`config.mk`:
```
export PLATFORM = sky130hd
export DESIGN_NAME = apb_usrt_ctrl
export DESIGN_NICKNAME = d
export VERILOG_FILES = /design/src/rtl/usrt_pkg.sv /design/src/rtl/usrt_fifo.sv /design/src/rtl/apb_usrt_ctrl.sv
export SDC_FILE = /design/constraint.sdc
export NUM_CORES = 1
export LEC_CHECK = 0
export ABC_AREA = 0
export ABC_CLOCK_PERIOD_IN_PS = 7200
export CORE_MARGIN = 2
export CORE_UTILIZATION = 50
export DETAILED_ROUTE_END_ITERATION = 12
export PLACE_DENSITY = 0.68
export SETUP_SLACK_MARGIN = 0.1
export SLEW_MARGIN = 20
export SYNTH_ARGS = -nofsm -noshare
export SYNTH_HDL_FRONTEND = slang
export SYNTH_HIERARCHICAL = 1
export SYNTH_SLANG_ARGS = --single-unit
```
`constraint.sdc`:
```
create_clock -name pClk -period 7.2 [get_ports pClk]
set_input_delay 1.44 -clock pClk [delete_from_list [all_inputs] [get_ports pClk]]
set_output_delay 1.44 -clock pClk [all_outputs]
set_load 0.02 [all_outputs]
```
`src/rtl/usrt_pkg.sv`:
```
// Shared definitions for the APB USRT peripheral: register map, register bit
// positions and the serial FSM state encodings.
package usrt_pkg;

    localparam logic [1:0] ADDR_DATA   = 2'd0;
    localparam logic [1:0] ADDR_STATUS = 2'd1;
    localparam logic [1:0] ADDR_CTRL   = 2'd2;
    localparam logic [1:0] ADDR_DIV    = 2'd3;

    localparam int ST_TX_FULL   = 0;
    localparam int ST_TX_EMPTY  = 1;
    localparam int ST_RX_FULL   = 2;
    localparam int ST_RX_EMPTY  = 3;
    localparam int ST_OVERRUN   = 4;
    localparam int ST_PARITY    = 5;
    localparam int ST_FRAME     = 6;
    localparam int ST_TX_BUSY   = 7;

    localparam int CTRL_TX_EN   = 0;
    localparam int CTRL_RX_EN   = 1;
    localparam int CTRL_PAR_EN  = 2;

    typedef enum logic [2:0] {
        TX_IDLE,
        TX_START,
        TX_DATA,
        TX_PARITY,
        TX_STOP
    } tx_state_t;

    typedef enum logic [1:0] {
        RX_IDLE,
        RX_DATA,
        RX_PARITY,
        RX_STOP
    } rx_state_t;

endpackage

```
`src/rtl/usrt_fifo.sv`:
```
// Synchronous show-ahead FIFO. A push into a full FIFO is accepted only when a
// pop happens on the same edge; a pop from an empty FIFO is ignored.
module usrt_fifo #(
    parameter int WIDTH = 8,
    parameter int DEPTH = 4
) (
    input  logic             clk,
    input  logic             rst_n,
    input  logic             push,
    input  logic [WIDTH-1:0] wdata,
    input  logic             pop,
    output logic [WIDTH-1:0] rdata,
    output logic             full,
    output logic             empty
);

    localparam int AW = $clog2(DEPTH);

    logic [WIDTH-1:0] mem [DEPTH];
    logic [AW-1:0]    wptr;
    logic [AW-1:0]    rptr;
    logic [AW:0]      count;
    logic             do_push;
    logic             do_pop;

    assign empty   = (count == '0);
    assign full    = (count == (AW+1)'(DEPTH));
    assign do_pop  = pop && !empty;
    assign do_push = push && (!full || do_pop);
    assign rdata   = mem[rptr];

    always_ff @(posedge clk or negedge rst_n) begin
        if (!rst_n) begin
            wptr  <= '0;
            rptr  <= '0;
            count <= '0;
        end else begin
            if (do_push) wptr <= wptr + AW'(1);
            if (do_pop)  rptr <= rptr + AW'(1);
            unique case ({do_push, do_pop})
                2'b10:   count <= count + (AW+1)'(1);
                2'b01:   count <= count - (AW+1)'(1);
                default: ;
            endcase
        end
    end

    always_ff @(posedge clk) begin
        if (do_push) mem[wptr] <= wdata;
    end

endmodule

```
`src/rtl/apb_usrt_ctrl.sv`:
```
// APB slave USRT: register file, baud generator, TX and RX frame FSMs.
//   TX state  | meaning               RX state  | meaning
//   TX_IDLE   | line idle (Rx=1)      RX_IDLE   | waiting for start bit
//   TX_START  | driving start bit     RX_DATA   | sampling data bits
//   TX_DATA   | driving data bits     RX_PARITY | sampling parity bit
//   TX_PARITY | driving parity bit    RX_STOP   | sampling stop bit, push word
//   TX_STOP   | driving stop bit
module apb_usrt_ctrl
    import usrt_pkg::*;
#(
    parameter int DATA_W     = 8,
    parameter int FIFO_DEPTH = 4
) (
    input  logic       pClk,
    input  logic       pReset,
    input  logic       pSelect,
    input  logic       pEnable,
    input  logic       pWrite,
    input  logic [1:0] pAddress,
    input  logic [7:0] pWData,
    output logic [7:0] pRData,
    output logic       pReady,
    output logic       pSlvErr,
    output logic       uClk,
    output logic       Rx,
    input  logic       Tx
);

    localparam logic [2:0] LAST_BIT = 3'(DATA_W - 1);

    logic              access, wr_acc, rd_acc;
    logic [2:0]        ctrl_q;
    logic [7:0]        div_q, div_act, baud_cnt;
    logic              uclk_q, wrap, fall_tick, rise_tick;
    logic              overrun_q, par_err_q, frm_err_q;
    logic              w1c;

    logic              tx_push, tx_pop, tx_full, tx_empty;
    logic [DATA_W-1:0] tx_rdata, tx_sh;
    logic [2:0]        tx_cnt;
    logic              tx_par_q, tx_par_bit, tx_start_ok, tx_busy;
    tx_state_t         tx_state, tx_next;

    logic              rx_push, rx_pop, rx_full, rx_empty;
    logic [DATA_W-1:0] rx_rdata, rx_sh;
    logic [2:0]        rx_cnt;
    logic              rx_par_q, rx_par_bit;
    logic              perr_set, ferr_set, overrun_set;
    rx_state_t         rx_state, rx_next;

    logic [7:0]        status, rx_word;

    assign access = pSelect && pEnable;
    assign wr_acc = access && pWrite;
    assign rd_acc = access && !pWrite;
    assign w1c    = wr_acc && (pAddress == ADDR_STATUS);
    assign pReady = 1'b1;
    assign uClk   = uclk_q;

    // A new divisor only takes effect at a wrap so the current half-period is never cut short.
    assign wrap      = (baud_cnt == div_act);
    assign fall_tick = wrap && uclk_q;
    assign rise_tick = wrap && !uclk_q;

    always_ff @(posedge pClk or negedge pReset) begin
        if (!pReset) begin
            baud_cnt <= '0;
            uclk_q   <= 1'b0;
            div_act  <= '0;
        end else if (wrap) begin
            baud_cnt <= '0;
            uclk_q   <= !uclk_q;
            div_act  <= div_q;
        end else begin
            baud_cnt <= baud_cnt + 8'd1;
        end
    end

    always_ff @(posedge pClk or negedge pReset) begin
        if (!pReset) begin
            ctrl_q    <= '0;
            div_q     <= '0;
            overrun_q <= 1'b0;
            par_err_q <= 1'b0;
            frm_err_q <= 1'b0;
        end else begin
            if (wr_acc && pAddress == ADDR_CTRL) ctrl_q <= pWData[2:0];
            if (wr_acc && pAddress == ADDR_DIV)  div_q  <= pWData;
            overrun_q <= (overrun_q && !(w1c && pWData[ST_OVERRUN])) || overrun_set;
            par_err_q <= (par_err_q && !(w1c && pWData[ST_PARITY]))  || perr_set;
            frm_err_q <= (frm_err_q && !(w1c && pWData[ST_FRAME]))   || ferr_set;
        end
    end

    assign tx_push = wr_acc && (pAddress == ADDR_DATA);
    assign rx_pop  = rd_acc && (pAddress == ADDR_DATA) && !rx_empty;

    usrt_fifo #(.WIDTH(DATA_W), .DEPTH(FIFO_DEPTH)) u_tx_fifo (
        .clk   (pClk),
        .rst_n (pReset),
        .push  (tx_push),
        .wdata (pWData[DATA_W-1:0]),
        .pop   (tx_pop),
        .rdata (tx_rdata),
        .full  (tx_full),
        .empty (tx_empty)
    );

    usrt_fifo #(.WIDTH(DATA_W), .DEPTH(FIFO_DEPTH)) u_rx_fifo (
        .clk   (pClk),
        .rst_n (pReset),
        .push  (rx_push),
        .wdata (rx_sh),
        .pop   (rx_pop),
        .rdata (rx_rdata),
        .full  (rx_full),
        .empty (rx_empty)
    );

    assign tx_start_ok = ctrl_q[CTRL_TX_EN] && !tx_empty;

    always_ff @(posedge pClk or negedge pReset) begin
        if (!pReset) tx_state <= TX_IDLE;
        else         tx_state <= tx_next;
    end

    always_comb begin
        tx_next = tx_state;
        if (fall_tick) begin
            case (tx_state)
                TX_IDLE:   if (tx_start_ok) tx_next = TX_START;
                TX_START:  tx_next = TX_DATA;
                TX_DATA:   if (tx_cnt == LAST_BIT) tx_next = tx_par_q ? TX_PARITY : TX_STOP;
                TX_PARITY: tx_next = TX_STOP;
                TX_STOP:   tx_next = tx_start_ok ? TX_START : TX_IDLE;
                default:   tx_next = TX_IDLE;
            endcase
        end
    end

    // Rx is decoded from state so reset forces the line idle without waiting for a clock.
    always_comb begin
        tx_pop  = fall_tick && tx_start_ok && (tx_state == TX_IDLE || tx_state == TX_STOP);
        tx_busy = (tx_state != TX_IDLE);
        case (tx_state)
            TX_START:  Rx = 1'b0;
            TX_DATA:   Rx = tx_sh[0];
            TX_PARITY: Rx = tx_par_bit;
            default:   Rx = 1'b1;
        endcase
    end

    always_ff @(posedge pClk or negedge pReset) begin
        if (!pReset) begin
            tx_sh      <= '0;
            tx_cnt     <= '0;
            tx_par_q   <= 1'b0;
            tx_par_bit <= 1'b0;
        end else if (tx_pop) begin
            tx_sh      <= tx_rdata;
            tx_cnt     <= '0;
            tx_par_q   <= ctrl_q[CTRL_PAR_EN];
            tx_par_bit <= ^tx_rdata;
        end else if (fall_tick && tx_state == TX_DATA) begin
            tx_sh  <= tx_sh >> 1;
            tx_cnt <= tx_cnt + 3'd1;
        end
    end

    always_ff @(posedge pClk or negedge pReset) begin
        if (!pReset) rx_state <= RX_IDLE;
        else         rx_state <= rx_next;
    end

    always_comb begin
        rx_next = rx_state;
        if (rise_tick) begin
            case (rx_state)
                RX_IDLE:   if (ctrl_q[CTRL_RX_EN] && !Tx) rx_next = RX_DATA;
                RX_DATA:   if (rx_cnt == LAST_BIT) rx_next = rx_par_q ? RX_PARITY : RX_STOP;
                RX_PARITY: rx_next = RX_STOP;
                RX_STOP:   rx_next = RX_IDLE;
                default:   rx_next = RX_IDLE;
            endcase
        end
    end

    // A full FIFO still accepts the word when software pops on the same edge.
    always_comb begin
        rx_push     = rise_tick && (rx_state == RX_STOP);
        perr_set    = rx_push && rx_par_q && (rx_par_bit != ^rx_sh);
        ferr_set    = rx_push && !Tx;
        overrun_set = rx_push && rx_full && !rx_pop;
    end

    always_ff @(posedge pClk or negedge pReset) begin
        if (!pReset) begin
            rx_sh      <= '0;
            rx_cnt     <= '0;
            rx_par_q   <= 1'b0;
            rx_par_bit <= 1'b0;
        end else if (rise_tick) begin
            case (rx_state)
                RX_IDLE: begin
                    if (ctrl_q[CTRL_RX_EN] && !Tx) begin
                        rx_cnt   <= '0;
                        rx_par_q <= ctrl_q[CTRL_PAR_EN];
                    end
                end
                RX_DATA: begin
                    rx_sh  <= {Tx, rx_sh[DATA_W-1:1]};
                    rx_cnt <= rx_cnt + 3'd1;
                end
                RX_PARITY: rx_par_bit <= Tx;
                default: ;
            endcase
        end
    end

    always_comb begin
        status              = '0;
        status[ST_TX_FULL]  = tx_full;
        status[ST_TX_EMPTY] = tx_empty;
        status[ST_RX_FULL]  = rx_full;
        status[ST_RX_EMPTY] = rx_empty;
        status[ST_OVERRUN]  = overrun_q;
        status[ST_PARITY]   = par_err_q;
        status[ST_FRAME]    = frm_err_q;
        status[ST_TX_BUSY]  = tx_busy;
        rx_word             = '0;
        rx_word[DATA_W-1:0] = rx_rdata;
    end

    always_comb begin
        pRData  = '0;
        pSlvErr = 1'b0;
        if (rd_acc) begin
            case (pAddress)
                ADDR_DATA: begin
                    if (rx_empty) pSlvErr = 1'b1;
                    else          pRData  = rx_word;
                end
                ADDR_STATUS: pRData = status;
                ADDR_CTRL:   pRData = {5'b0, ctrl_q};
                default:     pRData = div_q;
            endcase
        end
        if (wr_acc && pAddress == ADDR_DATA && tx_full && !tx_pop) pSlvErr = 1'b1;
    end

endmodule

```
==> results.yml, run 1 <==
detailed_routing:
  antenna_left: 0
  wl_mm: 12.46
  first_iter_violations: 274
  vias_per_cell: 5.518
  num_vias: 3802
  first_pass_iters: 5
  avgRoutedWirePerCell_um: 18.09
  route.detailed.drc: 0
setup_path:
  crit_type: "in2out"
  timing.rr.end: "u_rx_fifo/count[2]"
  r2r_cells: 12
  crit_family: "buffers and inverters"
  r2r_slack_ns: 3.65
  crit_chain: "clkdlybuf4s50_1 -> nor2_1 -> a22oi_1 -> nor2_1 -> a31oi_1 -> nor2_1 -> clkdlybuf4s50_1"
  cp-endpoint: "pRData[5]"
  crit_arrival_ns: 4.08
  cp.depth: 7
  cp_num_buf_inv: 2
  endpoint_kind: "primary output"
  cpMostUsedCell: "nor2_1"
  critical_path_required_ns: 5.76
  cp_slowest_cell: "clkdlybuf4s50_1"
  r2r_start: "baud_cnt[5]"
  max_stage_delay_ns: 0.82
  worstSetupStartpointType: "input port"
  crit_path_max_fanout: 22
  startpoint: "pAddress[0]"
clocking:
  cts_hold_buffers: 0
  clock_latency_ns: 0.43
  tritoncts: "built"
  clock_sinks: 140
  cts_setup_buffers: 0
  numCtsBuffers: 17
  cts_resized: 0
  clk_path_buf_depth: 2
  cts_root_buf: "clkbuf_16"
  cts.clk_slew.worst_paths_ns: 0.05
  h-tree-depth: 4
synthesis:
  yosysUniqueCellTypes: 59
  async_flop_share_pct: 54.29
  synthCells: 478
  ys_top_cells_by_area: "edfxtp_1 (29%), dfrtp_1 (29%), mux2_2 (5.7%)"
  synth-edff-count: 64
  yosysTopAreaCellShare_pct: 29.40
  yosysWarningCount: 6
  synth_seq_cells: 140
  ys_seq_area_share_pct: 58.50
  syn-num-nets: 515
  syn_area_per_cell_um2: 13.67
  syn_area_um2: 6536
  synth_ff_type: "dfrtp_1"
  synth_top_area_cell: "edfxtp_1"
sta:
  finalCritPeriodShare_pct: 76.70
  relSlewSlack_pct: 33.20
  hold_slack_ns: 0.5049
  hold_viol_final: 0
  tns_ns: 0
  finalCriticalPeriod_ns: 5.522
  slew_viol_final: 0
  worstMarginPinSlew_ns: 0.9944
  grt_setup_unrepaired: "no"
  skew_ns: 0.007902
  setup_viol: 0
  clock.fmax_mhz: 181.1
global_routing:
  grt_pass1_vias: 3904
  antenna_found_initial: 0
  grt_overflow: 0
  grtUsageTotal_pct: 19.37
  grt_pass1_wl_mm: 20.38
  grt_max_degree: 77
die:
  start_util_pct: 51.58
  die-height_um: 118.3
  dieArea_um2: 14000
  core-area_um2: 12670
  die_w_um: 118.3
  rows: 41
  io-pin-count: 28
power:
  p_leak_uw: 0.003078
  p_per_area_nw_per_um2: 368.9
  ir_drop_mv: 0.2059
status:
  status: "finished, final reports clean"
layout:
  mostFrequentLayoutCells: "dfrtp_1 (76), edfxtp_1 (64), mux2_2 (33)"
  mostFrequentLayoutCell: "dfrtp_1"
  antenna_cells: 0
  drive_gt1_share_pct: 19.15
  syn_to_final_growth_pct: 15.91
  layout.nets: 541
  num-fill-cells: 1003
place:
  gp_congestion: 0.7641
  hpwl_mm: 8.421
  port_buffers: 26
hold_path:
  min_path_type: "reg2reg"
run:
  cap_viol_max_count: 0
per-layer routing:
layer	global-route usage, %	share of wire [%]	vias up
li1	-	-	1780
met5	0	0	-
met4	9.413	2.4	0
met2	31.58	51	71
met1	23.59	43	1930
met3	5.695	3.7	21
metrics by stage:
stage	setup slack (ns)	cell area, µm²	std cells	total power (µW)	util (%)
after floorplan	3.289	6536	478	1658	-
after global placement	1.857	6912	657	1813	54.55
after detailed placement	1.788	6912	657	1842	54.55
after CTS	1.733	7572	689	2820	59.76
after global routing	1.557	7576	689	2952	59.79
final	1.678	7576	689	2795	59.79
cells in the mapped netlist, drive strengths merged, types with 4 or more instances:
master,n
ha,19
o21ai,11
inv,24
mux2i,13
nor2b,5
nand4,4
nand2,18
nand2b,6
xnor2,21
a21oi,9
nand3,15
dfrtp,76
edfxtp,64
a22oi,4
buf,13
xor2,19
and3,5
clkbuf,6
mux4,16
and2,10
nor3,9
a31oi,6
mux2,34
nor2,31
state kept, by name (all words and copies together), names as in the netlist, 2 cells and up:
register / cells
div_q: 8
u_tx_fifo/count: 3
u_rx_fifo/rptr: 2
u_tx_fifo/wptr: 2
u_rx_fifo/wptr: 2
tx_cnt: 3
u_tx_fifo/mem: 32
rx_state: 2
u_rx_fifo/mem: 32
rx_sh: 8
ctrl_q: 3
baud_cnt: 8
u_tx_fifo/rptr: 2
tx_state: 3
tx_sh: 8
u_rx_fifo/count: 3
div_act: 8
rx_cnt: 3
worst min-delay path by stage:
stage           endpoint  cells past startpoint  startpoint  slack [ns]
6_report       tx_cnt[0]                      1   tx_cnt[0]        0.50
5_1_grt        overrun_q                      1   overrun_q        0.53
4_1_cts        par_err_q                      1   par_err_q        0.51
3_5_place_dp   par_err_q                      1   par_err_q        0.49
3_3_place_gp    tx_sh[7]                      2    tx_sh[7]        0.49
2_1_floorplan  overrun_q                      1   overrun_q        0.47
worst register-to-register path, delay by kind of cell, from the launching register on:
kind                     cells  cell delay (ns)
flip-flops                   1             0.44
AND/OR/NAND/NOR              4             1.80
adder cells (fa/ha/maj)      2             0.40
buffers and inverters        2             0.12
AO/OA/AOI/OAI                1             0.23
XOR/XNOR                     3             0.44
cells by family (layout without fill, tap and decap cells):
group / Yosys count / in the layout / share of synthesized area (%)
flops: 140 / 140 / 58.50
simple gates: 115 / 115 / 9.380
compound gates: 55 / 55 / 6.164
mux: 63 / 63 / 13.42
buf+inv: 43 / 82 / 2.871
fa+ha+maj: 21 / 21 / 4.250
other cells: 1 / 1 / 0.05737
xor+xnor: 40 / 40 / 5.360
layout make-up:
cell class | count | area (µm²) | share of cell area [%]
inverter | 24 | 90.09 | 1.189
clock buffer | 21 | 470.5 | 6.210
clock inverter | 11 | 190.2 | 2.510
timing repair buffer | 26 | 261.5 | 3.452
multi-input combinational | 295 | 2525 | 33.33
sequential | 140 | 3824 | 50.47
tap | 172 | 215.2 | 2.841
report_power, final:
part           internal [µW]  switching, µW  total (µW)  leakage, µW
clock                    640            330         970     0.000311
sequential              1000            194        1190      0.00153
combinational            330            300         630      0.00124
total                   1970            824        2790      0.00308
Note: power is estimated with default switching activity, not from simulation.
==> run 2, diff against run 1 <==
--- a/config.mk
+++ b/config.mk
@@ -6,7 +6,7 @@
 export NUM_CORES = 1
 export LEC_CHECK = 0
 export ABC_AREA = 0
-export ABC_CLOCK_PERIOD_IN_PS = 7200
+export ABC_CLOCK_PERIOD_IN_PS = 5360
 export CORE_MARGIN = 2
 export CORE_UTILIZATION = 50
 export DETAILED_ROUTE_END_ITERATION = 12
==> constraint.sdc (replaced) <==
create_clock -name pClk -period 5.36 [get_ports pClk]
set_input_delay 1.072 -clock pClk [delete_from_list [all_inputs] [get_ports pClk]]
set_output_delay 1.072 -clock pClk [all_outputs]
set_load 0.02 [all_outputs]
==> run 2 against run 1 <==
Net effect:
- final cell count grew 0.44%
- register-to-register slack worse by 1.8 ns
- clock-buffer cell count is 5 higher
- worst setup slack worse by 0.65 ns
- global-route usage shrank 0.41 points
- routed wire length decreased by 1.1%
- die area did not move
- utilization grew 0.099 points
- clock power is 27% higher
- worst hold slack better by 0.00072 ns
- total power is 31% higher
- highest routed layer unchanged
==> results.yml, run 2 (same netlist as run 1, synthesis figures left out) <==
status:
  status: "finished, final reports clean"
setup_path:
  critical_path_required_ns: 4.29
  cp_num_buf_inv: 3
  cp_slowest_cell: "clkdlybuf4s50_1"
  r2r_slack_ns: 1.84
  crit_family: "buffers and inverters"
  crit_path_max_fanout: 22
  cpMostUsedCell: "nor2_1"
  max_stage_delay_ns: 0.65
  crit_chain: "clkdlybuf4s50_1 -> buf_4 -> nor2_1 -> a22oi_1 -> nor2_1 -> a31oi_1 -> nor2_1 -> clkdlybuf4s50_1"
  crit_arrival_ns: 3.26
  worstSetupStartpointType: "input port"
  endpoint_kind: "primary output"
  crit_type: "in2out"
power:
  p_per_area_nw_per_um2: 484.3
  ir_drop_mv: 0.3291
  p_leak_uw: 0.003101
die:
  rows: 41
  io-pin-count: 28
  die_w_um: 118.3
  dieArea_um2: 14000
  core-area_um2: 12670
  start_util_pct: 51.58
  die-height_um: 118.3
detailed_routing:
  vias_per_cell: 5.532
  antenna_left: 0
  num_vias: 3828
  first_iter_violations: 293
  wl_mm: 12.33
  avgRoutedWirePerCell_um: 17.82
  first_pass_iters: 4
  route.detailed.drc: 0
clocking:
  h-tree-depth: 4
  clock_latency_ns: 0.42
  cts.clk_slew.worst_paths_ns: 0.05
  cts_hold_buffers: 0
  clock_sinks: 140
  clk_path_buf_depth: 2
  tritoncts: "built"
  numCtsBuffers: 17
  cts_resized: 0
  cts_setup_buffers: 0
  cts_root_buf: "clkbuf_16"
sta:
  grt_setup_unrepaired: "no"
  relSlewSlack_pct: 34.13
  finalCriticalPeriod_ns: 4.328
  worstMarginPinSlew_ns: 0.9805
  clock.fmax_mhz: 231.1
  setup_viol: 0
  worst_slack_ns: 1.032
  hold_viol_final: 0
  finalCritPeriodShare_pct: 80.74
  tns_ns: 0
  skew_ns: 0.01252
  slew_viol_final: 0
global_routing:
  grt_max_degree: 77
  grt_pass1_wl_mm: 20.11
  grt_overflow: 0
  antenna_found_initial: 0
  grtUsageTotal_pct: 18.96
  grt_pass1_vias: 3819
layout:
  layout.nets: 544
  mostFrequentLayoutCell: "dfrtp_1"
  reg_top3: "u_rx_fifo/mem: 32 flops, u_tx_fifo/mem: 32 flops"
  num-fill-cells: 1003
  drive_gt1_share_pct: 19.04
  syn_to_final_growth_pct: 16.10
  antenna_cells: 0
  mostFrequentLayoutCells: "dfrtp_1 (76), edfxtp_1 (64), mux2_2 (33)"
place:
  gp_congestion: 0.7626
  port_buffers: 26
  hpwl_mm: 8.511
  pre_cts_slack_ns: 1.084
hold_path:
  min_path_type: "reg2reg"
run:
  cap_viol_max_count: 0
## run 2: changes by cell type in the layout (fill, tap and decap cells not counted), sizes merged
cell,change
clkbuf,+5
clkinv,+1
buf,+3
clkinvlp,-4
bufinv,-2
## run 2: path summary, 6_finish.rpt
check | start | end | depth (start not counted)
min | u_rx_fifo/count[2] | u_rx_fifo/count[2] | 1
min reg2reg | u_rx_fifo/count[2] | u_rx_fifo/count[2] | 1
min in group asynchronous | pReset | u_tx_fifo/wptr[0] | 1
max | pAddress[0] | pRData[5] | 8
max reg2reg | baud_cnt[5] | u_rx_fifo/count[1] | 10
max in group asynchronous | pReset | rx_sh[1] | 2
## run 2: per-layer routing
layer,global-route usage (%),vias to the layer above,wire length (µm)
met1,23.60,1959,5219
li1,-,1795,-
met3,5.164,16,420
met5,0,-,0
met2,31.68,58,6492
met4,7.078,0,198
## run 2: where the power goes
part / switching (µW) / leakage [µW] / total (µW) / internal, µW
registers: 262 / 0.00153 / 1610 / 1340
logic: 393 / 0.00126 / 836 / 443
clock network: 413 / 0.000313 / 1230 / 819
total: 1070 / 0.00310 / 3670 / 2610
## run 2: final cells by class
| type | count | area (µm²) | share of cell area (%) |
|---|---|---|---|
| repair buffers | 29 | 300.3 | 3.957 |
| clock buffers | 26 | 530.5 | 6.991 |
| clock inverters | 6 | 103.9 | 1.369 |
| multi-input cells | 295 | 2525 | 33.27 |
| well taps | 172 | 215.2 | 2.836 |
| inverters | 24 | 90.09 | 1.187 |
| flip-flops and latches | 140 | 3824 | 50.39 |
## run 2: per-stage QoR
step | cells | hold slack (ns) | total power, µW | utilization [%] | cell area (µm²)
5_1_grt | 692 | 0.5390 | 3879 | 59.89 | 7589
3_3_place_gp | 659 | 0.4891 | 2435 | 54.67 | 6927
3_5_place_dp | 659 | 0.4975 | 2472 | 54.67 | 6927
4_1_cts | 691 | 0.5087 | 3715 | 59.67 | 7561
6_report | 692 | 0.5056 | 3675 | 59.89 | 7589
2_1_floorplan | 478 | 0.4667 | 2227 | - | 6536
==> run 3, diff against run 2 <==
--- a/config.mk
+++ b/config.mk
@@ -6,7 +6,7 @@
 export NUM_CORES = 1
 export LEC_CHECK = 0
 export ABC_AREA = 0
-export ABC_CLOCK_PERIOD_IN_PS = 5360
+export ABC_CLOCK_PERIOD_IN_PS = 4200
 export CORE_MARGIN = 2
 export CORE_UTILIZATION = 50
 export DETAILED_ROUTE_END_ITERATION = 12
==> constraint.sdc (replaced) <==
create_clock -name pClk -period 4.2 [get_ports pClk]
set_input_delay 0.84 -clock pClk [delete_from_list [all_inputs] [get_ports pClk]]
set_output_delay 0.84 -clock pClk [all_outputs]
set_load 0.02 [all_outputs]
==> run 3 against run 2 <==
Net effect:
- sequential power increased by 28%
- first-iteration DRC count fell by 1.0%
- worst hold slack lost 0.072 ns
- clock skew shrank 0.0057 ns
- final cell count unchanged
- largest cell class unchanged
==> results.yml, run 3 (same netlist as run 1, synthesis figures left out) <==
status:
  status: "finished, final reports clean"
layout:
  syn_to_final_growth_pct: 17.13
  mostFrequentLayoutCell: "dfrtp_1"
  drive_gt1_share_pct: 19.81
  antenna_cells: 0
  layout.nets: 544
  reg_top3: "u_rx_fifo/mem: 32 flops, u_tx_fifo/mem: 32 flops"
  mostFrequentLayoutCells: "dfrtp_1 (76), edfxtp_1 (64), mux2_2 (33)"
  final_cells: 692
  design_area_um2: 7656
  num-fill-cells: 981
place:
  port_buffers: 26
  dpl.cell_count: 660
  hpwl_mm: 8.374
  gp_congestion: 0.7657
  placed_area_um2: 6934
clocking:
  numCtsBuffers: 17
  cts_root_buf: "clkbuf_16"
  clock_sinks: 140
  clock_latency_ns: 0.42
  cts_hold_buffers: 0
  cts.clk_slew.worst_paths_ns: 0.06
  clk_path_buf_depth: 2
  cts_setup_buffers: 0
  h-tree-depth: 4
  cts_resized: 0
  tritoncts: "built"
global_routing:
  grtUsageMet2_pct: 32.91
  grt_pass1_vias: 4009
  met1_usage_pct: 23.66
  met3_usage_pct: 5.454
  grt_busiest_layer: "met2"
  grt_pass1_wl_mm: 20.78
  antenna_found_initial: 0
  grt_overflow: 0
  grtUsageTotal_pct: 19.57
  grt_max_degree: 77
sta:
  skew_ns: 0.006856
  grt_setup_unrepaired: "no"
  finalCritPeriodShare_pct: 93.02
  setup_viol: 0
  worstMarginPinSlew_ns: 0.8937
  relSlewSlack_pct: 39.96
  slew_viol_final: 0
  clock.fmax_mhz: 256.0
  tns_ns: 0
  hold_viol_final: 0
  finalCriticalPeriod_ns: 3.907
setup_path:
  timing.rr.end: "u_rx_fifo/count[2]"
  cp_num_buf_inv: 1
  endpoint_kind: "primary output"
  max_stage_delay_ns: 0.76
  r2r_cells: 12
  r2r_slack_ns: 0.64
  r2r_start: "baud_cnt[5]"
  crit_type: "reg2out"
  cp_slowest_cell: "nor4_2"
  crit_family: "simple AND/OR/NAND/NOR gates"
  crit_path_max_fanout: 8
  crit_chain: "xor2_1 -> nor4_2 -> nand4_1 -> a32oi_1 -> nor3_1 -> clkdlybuf4s50_1"
  critical_path_required_ns: 3.36
  crit_arrival_ns: 3.07
  startpoint: "baud_cnt[5]"
  worstSetupStartpointType: "register"
  cp.depth: 6
  cp-endpoint: "pSlvErr"
power:
  p_sw_uw: 1419
  p_per_area_nw_per_um2: 645.5
  p_leak_uw: 0.003129
  seqPwrFrac_pct: 41.6
  p_comb_share_pct: 21.8
  switching_share_pct: 28.71
  ir_drop_mv: 0.5113
  intPower_uw: 3523
  p_clk_share_pct: 36.6
detailed_routing:
  first_iter_violations: 290
  antenna_left: 0
  wl_mm: 12.40
  num_vias: 3816
  avgRoutedWirePerCell_um: 17.92
  route.detailed.drc: 0
  first_pass_iters: 5
  vias_per_cell: 5.514
die:
  die_w_um: 118.3
  io-pin-count: 28
  start_util_pct: 51.58
  die-height_um: 118.3
  dieArea_um2: 14000
  core-area_um2: 12670
  rows: 41
run:
  cap_viol_max_count: 0
hold_path:
  min_path_type: "in2async"
## run 3: changes by cell type in the layout (fill, tap and decap cells not counted), sizes merged
cell,delta
clkinv,+2
bufinv,+5
inv,+1
clkinvlp,+1
clkbuf,-9
## run 3: power by group through the flow
stage	logic [µW]	clock network (µW)	registers, µW
detailed placement	1080	0	2080
floorplan	926	0	1920
CTS	1090	1840	2060
global route	1210	1900	2110
global placement	1050	0	2070
finish	1080	1810	2060
## run 3: worst min path at each step
stage | start | to | slack (ns) | depth (start not counted)
after global placement | par_err_q | par_err_q | 0.48 | 1
after CTS | par_err_q | par_err_q | 0.51 | 1
final | pReset | u_tx_fifo/wptr[0] | 0.43 | 1
after detailed placement | par_err_q | par_err_q | 0.49 | 1
after floorplan | overrun_q | overrun_q | 0.47 | 1
after global routing | pReset | u_tx_fifo/wptr[0] | 0.49 | 1
## run 3: layout make-up
| class | instances | area [µm²] | share of cell area, % |
|---|---|---|---|
| Tap cell | 172 | 215.2 | 2.811 |
| Clock buffer | 17 | 425.4 | 5.556 |
| Timing Repair Buffer | 29 | 284.0 | 3.710 |
| Multi-Input combinational cell | 295 | 2525 | 32.98 |
| Inverter | 24 | 90.09 | 1.177 |
| Clock inverter | 15 | 292.8 | 3.824 |
| Sequential cell | 140 | 3824 | 49.94 |
## run 3: metrics by stage
| step | power, µW | setup slack [ns] | hold slack, ns | utilization [%] |
|---|---|---|---|---|
| 2_1_floorplan | 2842 | 1.164 | 0.4667 | - |
| 3_3_place_gp | 3115 | 0.5673 | 0.4827 | 54.73 |
| 3_5_place_dp | 3160 | 0.5114 | 0.4915 | 54.73 |
| 4_1_cts | 4987 | 0.2787 | 0.5053 | 60.39 |
| 5_1_grt | 5220 | 0.1072 | 0.4876 | 60.42 |
| 6_report | 4942 | 0.2933 | 0.4337 | 60.42 |
## run 3: routing by layer
metal	part of all wire, %	up-vias	routed length [µm]
li1	-	1792	-
met1	43	1926	5315
met2	51	80	6346
met3	3.9	18	482
met4	2.1	0	259
met5	0	-	0
